==> src/rtl/add_serial_8bit_pkg.sv <==
// Shared types and helpers for the bit-serial adder.
package add_serial_pkg;

  localparam int unsigned ADD_WIDTH = 8;

  typedef enum logic [1:0] {
    IDLE = 2'd0,
    RUN  = 2'd1,
    DONE = 2'd2
  } add_state_t;

  // Bit counter width; a 1-bit floor keeps the counter legal for the narrowest widths.
  function automatic int unsigned cnt_width(input int unsigned width);
    return (width < 2) ? 1 : $clog2(width);
  endfunction

endpackage

==> src/rtl/add_serial_8bit_if.sv <==
// Start/busy/done handshake and operand/result bus of the serial adder.
interface add_serial_8bit_if
  import add_serial_pkg::*;
#(
  parameter int unsigned WIDTH = ADD_WIDTH
);

  logic             start;
  logic [WIDTH-1:0] A;
  logic [WIDTH-1:0] B;
  logic [WIDTH-1:0] S;
  logic             C_out;
  logic             busy;
  logic             done;

  modport master (
    output start, A, B,
    input  S, C_out, busy, done
  );

  modport slave (
    input  start, A, B,
    output S, C_out, busy, done
  );

endinterface

==> src/rtl/add_serial_8bit_fa_1bit.sv <==
// Single combinational full-adder cell shared by every bit position.
module fa_1bit (
  input  logic a,
  input  logic b,
  input  logic cin,
  output logic s,
  output logic cout
);

  // Sum is the parity of the inputs; carry is their majority.
  always_comb begin
    s    = a ^ b ^ cin;
    cout = (a & b) | (a & cin) | (b & cin);
  end

endmodule

==> src/rtl/add_serial_8bit.sv <==
// Bit-serial unsigned adder: one full-adder cell walks the operands LSB first over WIDTH cycles.
module add_serial_8bit
  import add_serial_pkg::*;
#(
  parameter int unsigned WIDTH = ADD_WIDTH
) (
  input logic              clk,
  input logic              rst_n,
  add_serial_8bit_if.slave bus
);

  localparam int unsigned     CntW    = cnt_width(WIDTH);
  localparam logic [CntW-1:0] LastCnt = CntW'(WIDTH - 1);

  add_state_t       state_q;
  logic [WIDTH-1:0] a_q;
  logic [WIDTH-1:0] b_q;
  logic [WIDTH-2:0] r_q;     // low sum bits gathered so far; the top bit joins on the last edge
  logic [WIDTH-1:0] s_q;
  logic             cout_q;
  logic             c_q;
  logic [CntW-1:0]  cnt_q;
  logic             sum_bit;
  logic             carry_bit;

  fa_1bit u_fa (
    .a    (a_q[0]),
    .b    (b_q[0]),
    .cin  (c_q),
    .s    (sum_bit),
    .cout (carry_bit)
  );

  // FSM and datapath; S/C_out load only on the final RUN edge so they hold otherwise.
  always_ff @(posedge clk or negedge rst_n) begin
    if (!rst_n) begin
      state_q <= IDLE;
      a_q     <= '0;
      b_q     <= '0;
      r_q     <= '0;
      s_q     <= '0;
      cout_q  <= 1'b0;
      c_q     <= 1'b0;
      cnt_q   <= '0;
    end else begin
      unique case (state_q)
        IDLE, DONE: begin
          if (bus.start) begin
            a_q     <= bus.A;
            b_q     <= bus.B;
            c_q     <= 1'b0;
            cnt_q   <= '0;
            state_q <= RUN;
          end else begin
            state_q <= IDLE;
          end
        end
        RUN: begin
          a_q   <= a_q >> 1;
          b_q   <= b_q >> 1;
          r_q   <= (r_q >> 1) | ((WIDTH - 1)'(sum_bit) << (WIDTH - 2));
          c_q   <= carry_bit;
          cnt_q <= cnt_q + CntW'(1);
          if (cnt_q == LastCnt) begin
            s_q     <= {sum_bit, r_q};
            cout_q  <= carry_bit;
            state_q <= DONE;
          end
        end
        default: state_q <= IDLE;
      endcase
    end
  end

  // Status decoded purely from registered state.
  always_comb begin
    bus.busy  = (state_q == RUN);
    bus.done  = (state_q == DONE);
    bus.S     = s_q;
    bus.C_out = cout_q;
  end

endmodule

==> src/flat_wrapper.sv <==
// flat-port wrapper written by rule: the top's interface ports become plain ports
module add_serial_8bit_flat import add_serial_pkg::*;
#(
  parameter int unsigned WIDTH = ADD_WIDTH
)
  (clk, rst_n, bus_start, bus_A, bus_B, bus_S, bus_C_out, bus_busy, bus_done);
  add_serial_8bit_if #(.WIDTH(WIDTH)) bus_i ();
  input logic clk;
  input logic rst_n;
  input wire logic [$bits(bus_i.start)-1:0] bus_start;
  input wire logic [$bits(bus_i.A)-1:0] bus_A;
  input wire logic [$bits(bus_i.B)-1:0] bus_B;
  output wire logic [$bits(bus_i.S)-1:0] bus_S;
  output wire logic [$bits(bus_i.C_out)-1:0] bus_C_out;
  output wire logic [$bits(bus_i.busy)-1:0] bus_busy;
  output wire logic [$bits(bus_i.done)-1:0] bus_done;
  assign bus_i.start = bus_start;
  assign bus_i.A = bus_A;
  assign bus_i.B = bus_B;
  assign bus_S = bus_i.S;
  assign bus_C_out = bus_i.C_out;
  assign bus_busy = bus_i.busy;
  assign bus_done = bus_i.done;
  add_serial_8bit #(.WIDTH(WIDTH)) u_core (.clk(clk), .rst_n(rst_n), .bus(bus_i));
endmodule
==> config.mk <==
export PLATFORM = sky130hd
export DESIGN_NAME = add_serial_8bit_flat
export DESIGN_NICKNAME = d
export VERILOG_FILES = /design/src/rtl/add_serial_8bit_pkg.sv /design/src/rtl/add_serial_8bit_if.sv /design/src/rtl/add_serial_8bit_fa_1bit.sv /design/src/rtl/add_serial_8bit.sv /design/src/flat_wrapper.sv
export SDC_FILE = /design/constraint.sdc
export NUM_CORES = 1
export LEC_CHECK = 0
export BUFFER_PORTS_ARGS = -buffer_cell sky130_fd_sc_hd__buf_2
export CORE_ASPECT_RATIO = 0.5
export CORE_UTILIZATION = 30
export CTS_CLUSTER_DIAMETER = 100
export DETAILED_ROUTE_END_ITERATION = 7
export GPL_TIMING_DRIVEN = 0
export SYNTH_ARGS = -nofsm -noshare
export SYNTH_HDL_FRONTEND = slang
export SYNTH_SLANG_ARGS = --single-unit
==> constraint.sdc <==
create_clock -name clk -period 3.2 [get_ports clk]
set_clock_uncertainty 0.05 [all_clocks]
set_input_delay 0.64 -clock clk [delete_from_list [all_inputs] [get_ports clk]]
set_output_delay 0.64 -clock clk [all_outputs]
set_load 0.02 [all_outputs]
Word level (Yosys, flattened, before mapping)

Index checks and enable logic that the tools add are counted.

Register bits: 38

Add/sub/neg operators: 1
Equal/unequal tests: 5
Muxes and demuxes: 11
Bitwise operators: 8
Reduce and logical (&&, ||, !) cells: 5

Operators with widths:

| kind                                                                    | number |
|---|---|
| 8-bit case mux with 2 select lines                                      | 2 |
| 8-bit 2-to-1 mux                                                        | 2 |
| 6-bit by 7-bit bitwise OR with 7-bit output                             | 1 |
| 3-bit case mux with 2 select lines                                      | 1 |
| 2-bit case mux with 2 select lines                                      | 1 |
| 2-bit AND reduction                                                     | 2 |
| 3-bit by 1-bit adder with 3-bit output, second input constant           | 1 |
| 1-bit AND                                                               | 3 |
| 3-bit == test, second input constant                                    | 1 |
| 3-bit 2-to-1 mux                                                        | 1 |
| 2-bit by 1-bit == test with 1-bit output, second input constant         | 1 |
| 2-bit == test, second input constant                                    | 1 |
| 2-bit logical NOT                                                       | 1 |
| 1-bit 2-to-1 mux                                                        | 2 |
| 2-bit 2-to-1 mux                                                        | 1 |
| 2-bit by 1-bit inequality test with 1-bit output, second input constant | 1 |
| 2-bit inequality test, second input constant                            | 1 |
| 1-bit bitwise OR                                                        | 2 |
| 1-bit case mux with 2 select lines                                      | 1 |
| 2-bit nonzero test                                                      | 1 |
| 2-bit OR reduction                                                      | 1 |
| 1-bit XOR                                                               | 2 |

Longest topological paths before layout

Gate-level depths: netlist of the first run.

Depth in word-level cells: 4
Mapped depth: 5

Hierarchy

Synthesis of the first run repeated with hierarchy kept, for this count alone.

Cell total of the unflattened synthesis: 144
Area total of the unflattened synthesis: 1706.6 um^2

By module, submodules not included:

| module          | instances | cells each | area an instance (um^2) |
|---|---|---|---|
| add_serial_8bit | 1         | 143        | 1686.6 |
| fa_1bit         | 1         | 1          | 20.0 |

Worst setup path before layout of the first run

No wires, ideal clock.

Path kind: register -> output
Start point: register u_core.state_q[1]
End point: output port bus_done
Arrival: 959 ps
Required time: 2510 ps
Setup slack: 1551 ps
Stages on the path, launching flop included: 3
Path buffers: 1
Cells stage by stage: dfrtp_1 -> buf_2 -> nor2b_1

Word-level cells in the longest chain between the ends: 1

RTL lines:

| element                | line                  | text |
|---|---|---|
| start, declared        | add_serial_8bit.sv:15 | `add_state_t state_q;` |
| start signal, assigned | add_serial_8bit.sv:37 | `state_q <= IDLE;` |
| start signal, assigned | add_serial_8bit.sv:53 | `state_q <= RUN;` |
| start signal, assigned | add_serial_8bit.sv:55 | `state_q <= IDLE;` |
| 2-bit == test          | add_serial_8bit.sv:78 | `bus.done = (state_q == DONE);` |
| end, declared          | flat_wrapper.sv:16    | `output wire logic [$bits(bus_i.done)-1:0] bus_done;` |

Every way passes these cells.

Final worst setup path of the first run

Ends and elaborated chain as after synthesis.

==> out/metrics.yaml, run 1 <==
drt:
  vias: 1188
  wl_um: 3290
  met3WireLength_um: 211
  drc: 0
  viasPerCell: 4.59
  top_layer: "met4"
  wl_met2_um: 1450
  wl_per_cell_um: 12.7
  drtIter0Drc: 60
  wl_met1_um: 1600
  drtPass1Iterations: 4
  ant_nets: 0
timing:
  maxSlewHeadroom_pct: 44.1
  tightest_slew_ns: 0.838
  setup_tns_ns: 0
  rsz0062_at_grt: "no"
  setup_viol: 0
  clock.fmax_mhz: 504
  min_period_ns: 1.99
  holdWs_ns: 0.405
  finalCritPeriodShare_pct: 62.0
  hold_violations: 0
  finalMaxSlewViolations: 0
grt:
  grt_overflow_total: 0
  gr-usage-all-layers_pct: 12.5
  antenna_found_initial: 0
  grt_max_degree: 39
  grt_pass1_wl_um: 5710
  grt_pass1_vias: 1217
finish:
  nFillCells: 526
  syn_to_final_growth_pct: 23.3
  regArea_um2: 951
  multiInputGateArea_um2: 676
  antennaDiodeCount: 0
  postLayoutCoreUtil_pct: 38.6
  drive_gt1_share_pct: 30.6
  final_nets: 207
flow_run:
  drv_cap: 0
logic_synthesis:
  ys_ff_latch: 38
  synthTopCellsByArea: "dfrtp_1 55%, mux2_4 7.9%, nand2_1 4.6%"
  synthesis.nets: 171
  netlist_area_um2: 1720
  syn_inst: 149
  synth_top_area_cell: "dfrtp_1"
  synth_top_area_share_pct: 55.3
  ys_seq_area_share_pct: 55.3
  avgSynthCellArea_um2: 11.5
  ys_types: 25
  yosysWarnings: 0
critical_path:
  worstSetupEndpointType: "output pin"
  critical_path_class: "reg -> out"
  worstSetupStartpointType: "register"
  arrival_ns: 1.30
  critPathMaxFanout: 10
  r2r_end: "u_core.bus.S[6]"
  critPathRequiredTime_ns: 2.51
  worst_r2r_path_depth: 4
  rrSetupSlack_ns: 1.70
  rr_startpoint: "u_core.cnt_q[0]"
placed_design:
  portBuffers: 29
  hpwl_um: 2250
  gp_congestion: 0.701
clock_tree:
  clk_latency_ns: 0.28
  cts_tree: "built"
  postCtsSetupBuffers: 0
  cts-resized-gates: 0
  hold_buffers: 0
  cts-htree-levels: 2
  cts.sinks: 38
  cts-root-buf: "clkbuf_16"
  cts.clk_slew.worst_paths_ns: 0.06
  cts_made_buffers: 5
  cts_buffer_depth: 2
power_and_ir_drop:
  max-vdd-ir-drop_mv: 0.293
  cellPowerDensity_nw_per_um2: 1060
  p_leak_nw: 1.06
  power_mw: 2.24
floorplanning:
  fp.dieH_um: 55.5
  row_count: 19
  start_util_pct: 31.3
  core_um2: 5490
  chipWidth_um: 109
  die_area_um2: 6060
  pin_count: 30
outcome:
  status: "complete, no violations"
hold_path:
  hp-class: "in -> async"
==> cells in the final DEF (no fill, tap or decap), types with 2 or more instances in the layout <==
master	Yosys	layout
mux2i_1	7	7
a21oi_1	14	14
mux2_2	2	2
ha_1	2	2
a22o_1	4	4
inv_1	10	10
a211oi_1	5	5
clkbuf_16	0	5
dfrtp_1	38	38
nand2b_1	2	2
buf_2	6	35
nand2_1	21	21
nor2b_1	6	6
o21ai_0	3	3
mux2_4	9	9
o22ai_1	9	9
nand3_1	2	2
clkinv_2	0	2
==> area by class of cell <==
class                   instances  area share (%)
inverters                      11            2.30
multi-input cells              92            31.8
plain buffers                   8            2.12
flip-flops and latches         38            44.8
well taps                      73            4.30
repair buffers                 29            6.84
clock buffers                   5            5.90
clock inverters                 3            1.89
==> cells in the mapped netlist <==
library cell	count
nand3_1	2
nand2b_1	2
inv_1	10
nor2b_1	6
inv_8	1
nand2_8	1
xnor2_1	1
buf_6	1
mux2_2	2
mux2_1	1
ha_1	2
a211oi_1	5
nor2_1	1
o21ai_0	3
a21oi_1	14
dfrtp_1	38
fa_1	1
nand2_1	21
a22o_1	4
and2_1	1
mux2i_1	7
o22ai_1	9
clkbuf_1	1
buf_2	6
mux2_4	9
==> state kept, by name, indices dropped and copies added, names as in the netlist <==
name	count
u_core.bus.C_out	1
u_core.a_q	8
u_core.cnt_q	3
u_core.c_q	1
u_core.r_q	7
u_core.state_q	2
u_core.bus.S	8
u_core.b_q	8
==> worst max-delay path by stage <==
stage / slack (ns) / startpoint / cells past startpoint / to
after floorplan: 1.55 / u_core.state_q[1] / 2 / bus_done
after CTS: 1.20 / u_core.state_q[1] / 3 / bus_done
after global routing: 1.17 / u_core.state_q[1] / 3 / bus_done
final: 1.21 / u_core.state_q[1] / 3 / bus_done
after detailed placement: 1.50 / bus_start / 5 / u_core.a_q[2]
after global placement: 1.51 / u_core.state_q[1] / 3 / bus_done
==> stage by stage <==
| step | cell area, um^2 | setup WS [ns] | instances |
|---|---|---|---|
| after floorplan | 1720 | 1.55 | 149 |
| after global placement | 1960 | 1.51 | 251 |
| after detailed placement | 1960 | 1.50 | 251 |
| after CTS | 2120 | 1.20 | 259 |
| after global routing | 2120 | 1.17 | 259 |
| final | 2120 | 1.21 | 259 |
==> routing by layer <==
layer,vias to the layer above,GRT usage [%]
li1,588,-
met1,572,16.5
met2,24,18.1
met3,4,5.67
met4,0,4.05
met5,-,0
==> cells by family (layout without fill, tap and decap cells) <==
group,count (synthesis),after routing,share of synthesized area [%]
and+or+nand+nor,34,34,9.82
adders and majority gates,3,3,2.62
DFF,38,38,55.3
muxes,19,19,13.9
buffers and inverters,19,56,5.45
AOI/OAI and AO/OA,35,35,12.4
xor gates and xnor gates,1,1,0.509
==> power by group <==
| part | internal, mW | switching [mW] | leakage (nW) |
|---|---|---|---|
| registers | 0.706 | 0.150 | 0.466 |
| clock network | 0.364 | 0.186 | 0.0836 |
| logic | 0.395 | 0.441 | 0.507 |
==> worst max-delay path, stage by stage (launching register included) <==
cell	delay [ns]
dfrtp_1	0.40
buf_2	0.29
nor2b_1	0.16
buf_2	0.16
Power figures use the tool's default switching activity.
==> run 2, diff against run 1 <==
==> constraint.sdc (replaced) <==
create_clock -name clk -period 1.6 [get_ports clk]
set_clock_uncertainty 0.05 [all_clocks]
set_input_delay 0.32 -clock clk [delete_from_list [all_inputs] [get_ports clk]]
set_output_delay 0.32 -clock clk [all_outputs]
set_load 0.02 [all_outputs]
==> run 2 against run 1 <==
Final area rose by 1.5%. Wire length is 0.70% higher. Register-to-register slack lost 1.6 ns. Global-route usage rose by 0.051 points. Critical path depth grew 1. First-iteration DRC count rose by 20%. Clock-buffer cell count unchanged. Via count rose by 1.3%. Cell count grew 1.2%. Highest routed layer unchanged.
==> out/metrics.yaml, run 2 (synthesis results as in run 1) <==
clock_tree:
  cts-root-buf: "clkbuf_16"
  cts_buffer_depth: 2  # unchanged
  cts_tree: "built"
  cts-htree-levels: 2  # unchanged
  cts_made_buffers: 5  # unchanged
  clk_latency_ns: 0.28  # about the same
  cts.clk_slew.worst_paths_ns: 0.06  # about the same
  hold_buffers: 0  # unchanged
  cts.sinks: 38  # unchanged
timing:
  min_period_ns: 1.55
  setup_tns_ns: 0  # unchanged
  finalMaxSlewViolations: 0  # unchanged
  finalCritPeriodShare_pct: 97.2
  clock.fmax_mhz: 643
  setup_slack_ns: 0.0451  # -1.17 ns
  maxSlewHeadroom_pct: 44.1  # about the same
  setup_viol: 0  # unchanged
  hold_violations: 0  # unchanged
  holdWs_ns: 0.0927  # -0.312 ns
  tightest_slew_ns: 0.838  # +0.0000332 ns
critical_path:
  critical_path_class: "reg -> out"
  slowest_stage: "dfrtp_1"
  worstSetupEndpointType: "output pin"
  rr_startpoint: "u_core.cnt_q[0]"
  path_cells: "nand2b_1 -> buf_6 -> clkinv_8 -> buf_4"
  critPathRequiredTime_ns: 1.23  # -1.28 ns
  cp_num_buf_inv: 3  # +1
  critPathMaxFanout: 9  # -1
  cpLargestDelayFamily: "flip-flops"
  worstSetupStartpointType: "register"
  arrival_ns: 1.18  # -0.12 ns
  cpPeakStageDelay_ns: 0.40  # about the same
  cp-startpoint: "u_core.state_q[1]"
drt:
  wl_um: 3310  # +0.70%
  vias: 1204  # +1.3%
  drtPass1Iterations: 4  # unchanged
  wl_per_cell_um: 12.6  # -0.45%
  drc: 0  # unchanged
  ant_nets: 0  # unchanged
  viasPerCell: 4.60  # +0.19%
  drtIter0Drc: 72  # +20%
outcome:
  status: "complete, no violations"
power_and_ir_drop:
  cellPowerDensity_nw_per_um2: 2100  # +99%
  switching_share_pct: 34.4  # -0.28 points
  power_frac_comb_pct: 38.0  # +0.7 points
  clockPowerShare_pct: 24.2  # -0.3 points
  max-vdd-ir-drop_mv: 0.594  # +100%
  p_int_mw: 2.97  # +100%
  seq_power_share_pct: 37.8  # -0.4 points
  p_leak_nw: 1.07  # +1.7%
  switching_power_mw: 1.55  # +100%
placed_design:
  placedCellCount: 251  # unchanged
  gp_congestion: 0.701  # unchanged
  hpwl_um: 2250  # unchanged
  portBuffers: 29  # unchanged
  preCtsSetupSlack_ns: 0.104  # -1.40 ns
finish:
  final_common_cell: "dfrtp_1"
  drive_gt1_share_pct: 31.7  # +1.1 points
  antennaDiodeCount: 0  # unchanged
  final_cell_mix: "38 x dfrtp_1, 33 x buf_2, 21 x nand2_1"
  multiInputGateArea_um2: 676  # unchanged
  postLayoutCoreUtil_pct: 39.2  # +0.59 points
  nFillCells: 522  # -0.76%
  fin_cells: 262  # +1.2%
  final_nets: 210  # +1.4%
  regArea_um2: 951  # unchanged
  syn_to_final_growth_pct: 25.2
grt:
  antenna_found_initial: 0  # unchanged
  grt_overflow_total: 0  # unchanged
  gr-usage-all-layers_pct: 12.6  # +0.051 points
  grt_max_degree: 39  # unchanged
  grt_pass1_vias: 1223  # +0.49%
  grt_pass1_wl_um: 5730  # +0.35%
floorplanning:
  chipWidth_um: 109  # unchanged
  die_area_um2: 6060  # unchanged
  row_count: 19  # unchanged
  pin_count: 30  # unchanged
  fp.dieH_um: 55.5  # unchanged
  core_um2: 5490  # unchanged
  start_util_pct: 31.3  # unchanged
flow_run:
  drv_cap: 0  # unchanged
hold_path:
  hp-class: "in -> async"
==> run 2: cell count changes in the layout (fill, tap and decap cells not counted), sizes merged <==
cell | before | now
clkinv | 2 | 3
inv | 11 | 10
buf | 36 | 39
==> run 2: final cells by class <==
type | instances | share of cell area [%]
buffer | 8 | 2.21
clock buffer | 5 | 5.81
clock inverter | 3 | 1.86
inverter | 11 | 2.50
multi-input combinational | 92 | 31.4
sequential | 38 | 44.1
tap | 73 | 4.24
timing repair buffer | 32 | 7.90
==> run 2: worst paths after layout <==
| path | endpoint | slack [ns] | cells past startpoint |
|---|---|---|---|
| worst max-delay path | bus_busy | 0.05 | 4 |
| worst min-delay path | u_core.r_q[0] | 0.09 | 1 |
| worst max register to register | u_core.bus.S[6] | 0.10 | 4 |
| worst min register to register | u_core.r_q[0] | 0.43 | 2 |
| max in group asynchronous | u_core.cnt_q[0] | 0.87 | 1 |
| min in group clk | u_core.b_q[6] | 0.27 | 3 |
==> run 2: routing by layer <==
| layer | global-route usage (%) | vias up | share of wire, % |
|---|---|---|---|
| met5 | 0 | - | 0 |
| met4 | 4.05 | 0 | 0.24 |
| met3 | 5.67 | 3 | 5.7 |
| met2 | 18.3 | 21 | 46 |
| met1 | 16.5 | 585 | 48 |
| li1 | - | 595 | - |
==> run 2: per-stage QoR <==
stage          cell area, um^2  power, mW
6_report                  2150       4.52
4_1_cts                   2130       4.54
2_1_floorplan             1720       2.97
3_3_place_gp              1960       3.34
3_5_place_dp              1960       3.41
5_1_grt                   2150       4.88
==> run 2: power by group through the flow <==
stage	Combinational, mW	Sequential (mW)	Clock [mW]
finish	1.72	1.71	1.09
detailed placement	1.69	1.73	0
global placement	1.63	1.71	0
global route	1.94	1.77	1.17
CTS	1.72	1.71	1.11
floorplan	1.19	1.77	0
==> run 2: what timing repair did <==
item	in CTS	in global routing
endpoints found under the setup margin	2	1
gates resized for setup	2	1
pin swaps	0	0
buffers inserted	1	2
==> run 3, diff against run 2 <==
--- a/config.mk
+++ b/config.mk
@@ -13,4 +13,5 @@
 export GPL_TIMING_DRIVEN = 0
 export SYNTH_ARGS = -nofsm -noshare
 export SYNTH_HDL_FRONTEND = slang
+export SYNTH_HIERARCHICAL = 1
 export SYNTH_SLANG_ARGS = --single-unit
==> run 3 against run 2 <==
Power rose by 0.41%. Cell count fell by 3.8%. Worst hold slack gained 0.0087 ns. First-iteration DRC count shrank 56%. Via count is 1.7% lower. Sequential power about the same. Largest power group unchanged. Utilization is 1.2 points higher. Clock-buffer cell count up 2. Largest cell class unchanged. Maximum frequency is 1.3% higher. Area after synthesis is 0.80% lower. Combinational power is 7% higher.
==> out/metrics.yaml, run 3 <==
power_and_ir_drop:
  max-vdd-ir-drop_mv: 0.585  # -1.5%
  power_frac_comb_pct: 40.6  # +2.6 points
  p_leak_nw: 1.01  # -5.5%
  power_mw: 4.54  # +0.41%
  p_int_mw: 2.95  # -0.59%
  switching_power_mw: 1.59  # +2.3%
  switching_share_pct: 35.0  # +0.66 points
  cellPowerDensity_nw_per_um2: 2160  # +2.9%
  seq_power_share_pct: 38.1  # +0.3 points
  clockPowerShare_pct: 21.3  # -2.9 points
logic_synthesis:
  syn_inst: 144  # -3.4%
  yosysWarnings: 6  # +6
  synthesis.nets: 166  # -2.9%
  synthTopCellsByCount: "38 x dfrtp_1, 21 x nand2_1, 12 x nor2_1"
  synth_most_common_cell: "dfrtp_1"
  avgSynthCellArea_um2: 11.9  # +2.6%
  ys_ff_latch: 38  # unchanged
  synth_edf_count: 0  # unchanged
  synthFlopType: "dfrtp_1"
  netlist_area_um2: 1710  # -0.80%
  ys_seq_area_share_pct: 55.7  # +0.45 points
  ys_types: 27  # +8.0%
  synth_top_area_share_pct: 55.7  # +0.45 points
  synth_top_area_cell: "dfrtp_1"
  synthTopCellsByArea: "dfrtp_1 56%, mux2_4 7.9%, nand2_1 4.6%"
  async_flop_share_pct: 100  # unchanged
floorplanning:
  pin_count: 30  # unchanged
  row_count: 18  # -1
  chipWidth_um: 109  # -0.39%
  start_util_pct: 32.8  # +1.5 points
  fp.dieH_um: 55.3  # -0.38%
  die_area_um2: 6010  # -0.77%
  core_um2: 5200  # -5.3%
timing:
  maxSlewHeadroom_pct: 43.4  # -0.71 points
  setup_tns_ns: 0  # unchanged
  hold_violations: 0  # unchanged
  setup_slack_ns: 0.0650  # +0.0199 ns
  clock.fmax_mhz: 651  # +1.3%
  finalMaxSlewViolations: 0  # unchanged
  setup_viol: 0  # unchanged
  min_period_ns: 1.54  # -0.0199 ns
  finalCritPeriodShare_pct: 95.9  # -1.2 points
  rsz0062_at_grt: "no"
  tightest_slew_ns: 0.849  # +0.0106 ns
critical_path:
  critical_path_class: "reg -> out"
  critPathMaxFanout: 9  # unchanged
  critPathRequiredTime_ns: 1.23  # about the same
  cp-startpoint: "u_core/state_q[1]"
  worst_r2r_path_depth: 4  # unchanged
  arrival_ns: 1.17  # about the same
  worstSetupEndpointType: "output pin"
  slowest_stage: "dfrtp_1"
  cp_num_cells: 4  # unchanged
  rr_startpoint: "u_core/cnt_q[0]"
  r2r_end: "u_core/bus.S[3]"
  cpLargestDelayFamily: "flip-flops"
  path_cells: "buf_6 -> nand2b_4 -> inv_8 -> buf_4"
  cp_num_buf_inv: 3  # unchanged
  rrSetupSlack_ns: 0.10  # about the same
  endpoint: "bus_busy"
  worstSetupStartpointType: "register"
  cpPeakStageDelay_ns: 0.38  # -0.02 ns
clock_tree:
  cts_tree: "built"
  cts-root-buf: "clkbuf_16"
  clk_latency_ns: 0.28  # about the same
  cts_buffer_depth: 2  # unchanged
  hold_buffers: 0  # unchanged
  cts-htree-levels: 2  # unchanged
  cts.clk_slew.worst_paths_ns: 0.05  # about the same
  cts_made_buffers: 5  # unchanged
  cts.sinks: 38  # unchanged
drt:
  ant_nets: 0  # unchanged
  wl_per_cell_um: 13.3  # +5.1%
  wl_um: 3350  # +1.1%
  drc: 0  # unchanged
  viasPerCell: 4.70  # +2.2%
  vias: 1184  # -1.7%
  drtIter0Drc: 32  # -56%
  drtPass1Iterations: 4  # unchanged
grt:
  top_usage_layer: "met2"
  grt_pass1_vias: 1173  # -4.1%
  gr-usage-all-layers_pct: 12.5  # -0.061 points
  grt_use_met1_pct: 17.0  # +0.45 points
  grt_max_degree: 39  # unchanged
  grt_overflow_total: 0  # unchanged
  use_met2_pct: 18.3  # -0.065 points
  antenna_found_initial: 0  # unchanged
  met3_usage_pct: 3.66  # -2.0 points
  grt_pass1_wl_um: 5690  # -0.84%
finish:
  nFillCells: 479  # -8.2%
  final_cell_mix: "38 x dfrtp_1, 29 x buf_2, 21 x nand2_1"
  final_common_cell: "dfrtp_1"
  final_nets: 203  # -3.3%
  regArea_um2: 951  # unchanged
  syn_to_final_growth_pct: 23.2
  drive_gt1_share_pct: 33.5  # +1.8 points
  multiInputGateArea_um2: 677  # +0.19%
  fin_cells: 252  # -3.8%
  antennaDiodeCount: 0  # unchanged
flow_run:
  drv_cap: 0  # unchanged
outcome:
  status: "complete, no violations"
placed_design:
  preCtsSetupSlack_ns: 0.0476  # -0.0566 ns
  hpwl_um: 2330  # +3.7%
  portBuffers: 29  # unchanged
  placedCellCount: 243  # -3.2%
  gp_congestion: 0.760  # +8.4%
hold_path:
  hp-class: "in -> async"
[run 3: cell types whose count changed in the layout (fill, tap and decap cells not counted), sizes merged, moves of 4 or more]
cell | previous run | this run
nor3 | 0 | 11
nor2 | 1 | 13
inv | 10 | 2
mux2i | 7 | 3
a21oi | 14 | 3
[run 3: logic make-up (layout without fill, tap and decap cells)]
kind of cell,Yosys count,after routing,share of synthesized area [%]
buffers and inverters,10,48,4.62
AO/OA/AOI/OAI,24,24,9.60
AND/OR/NAND/NOR,53,53,15.2
multiplexers,15,15,11.7
adder cells (fa/ha/maj),3,3,2.64
flip-flops,38,38,55.7
XOR/XNOR,1,1,0.513
[run 3: layer usage]
layer	routed length (um)	up-vias
met1	1650	583
li1	-	579
met4	46	0
met5	0	-
met3	131	5
met2	1520	17
[run 3: what timing repair did]
action | CTS | global route
buffers inserted | 2 | 0
gates resized for setup | 2 | 0
setup endpoints to repair | 1 | 0
[run 3: power by group through the flow]
stage               clock, mW  sequential (mW)  combinational, mW
finish                  0.968             1.73               1.84
detailed placement          0             1.75               1.81
floorplan                   0             1.79               1.29
CTS                      1.01             1.74               1.87
global route             1.05             1.79               2.04
global placement            0             1.73               1.75
[run 3: per-stage QoR]
stage          util, %  instance area (um^2)  hold WS [ns]
5_1_grt           40.4                  2100         0.180
3_5_place_dp      37.3                  1940         0.429
3_3_place_gp      37.3                  1940         0.414
2_1_floorplan        -                  1710       -0.0256
6_report          40.4                  2100         0.101
4_1_cts           40.4                  2100         0.126
[run 3: worst min-delay path by stage]
stage | cells past startpoint | startpoint | slack [ns] | end
4_1_cts | 1 | rst_n | 0.13 | u_core/b_q[1]
6_report | 1 | rst_n | 0.10 | u_core/b_q[0]
5_1_grt | 1 | rst_n | 0.18 | u_core/b_q[1]
2_1_floorplan | 0 | rst_n | -0.03 | u_core/a_q[0]
3_5_place_dp | 1 | rst_n | 0.43 | u_core/b_q[0]
3_3_place_gp | 2 | u_core/r_q[0] | 0.41 | u_core/r_q[0]
[run 3: cell type report]
cell class | instances | area share [%]
clock buffers | 7 | 6.79
clock inverters | 1 | 0.238
multi-input cells | 96 | 32.2
inverters | 2 | 0.714
well taps | 70 | 4.17
repair buffers | 31 | 7.74
plain buffers | 7 | 2.92
flip-flops and latches | 38 | 45.2
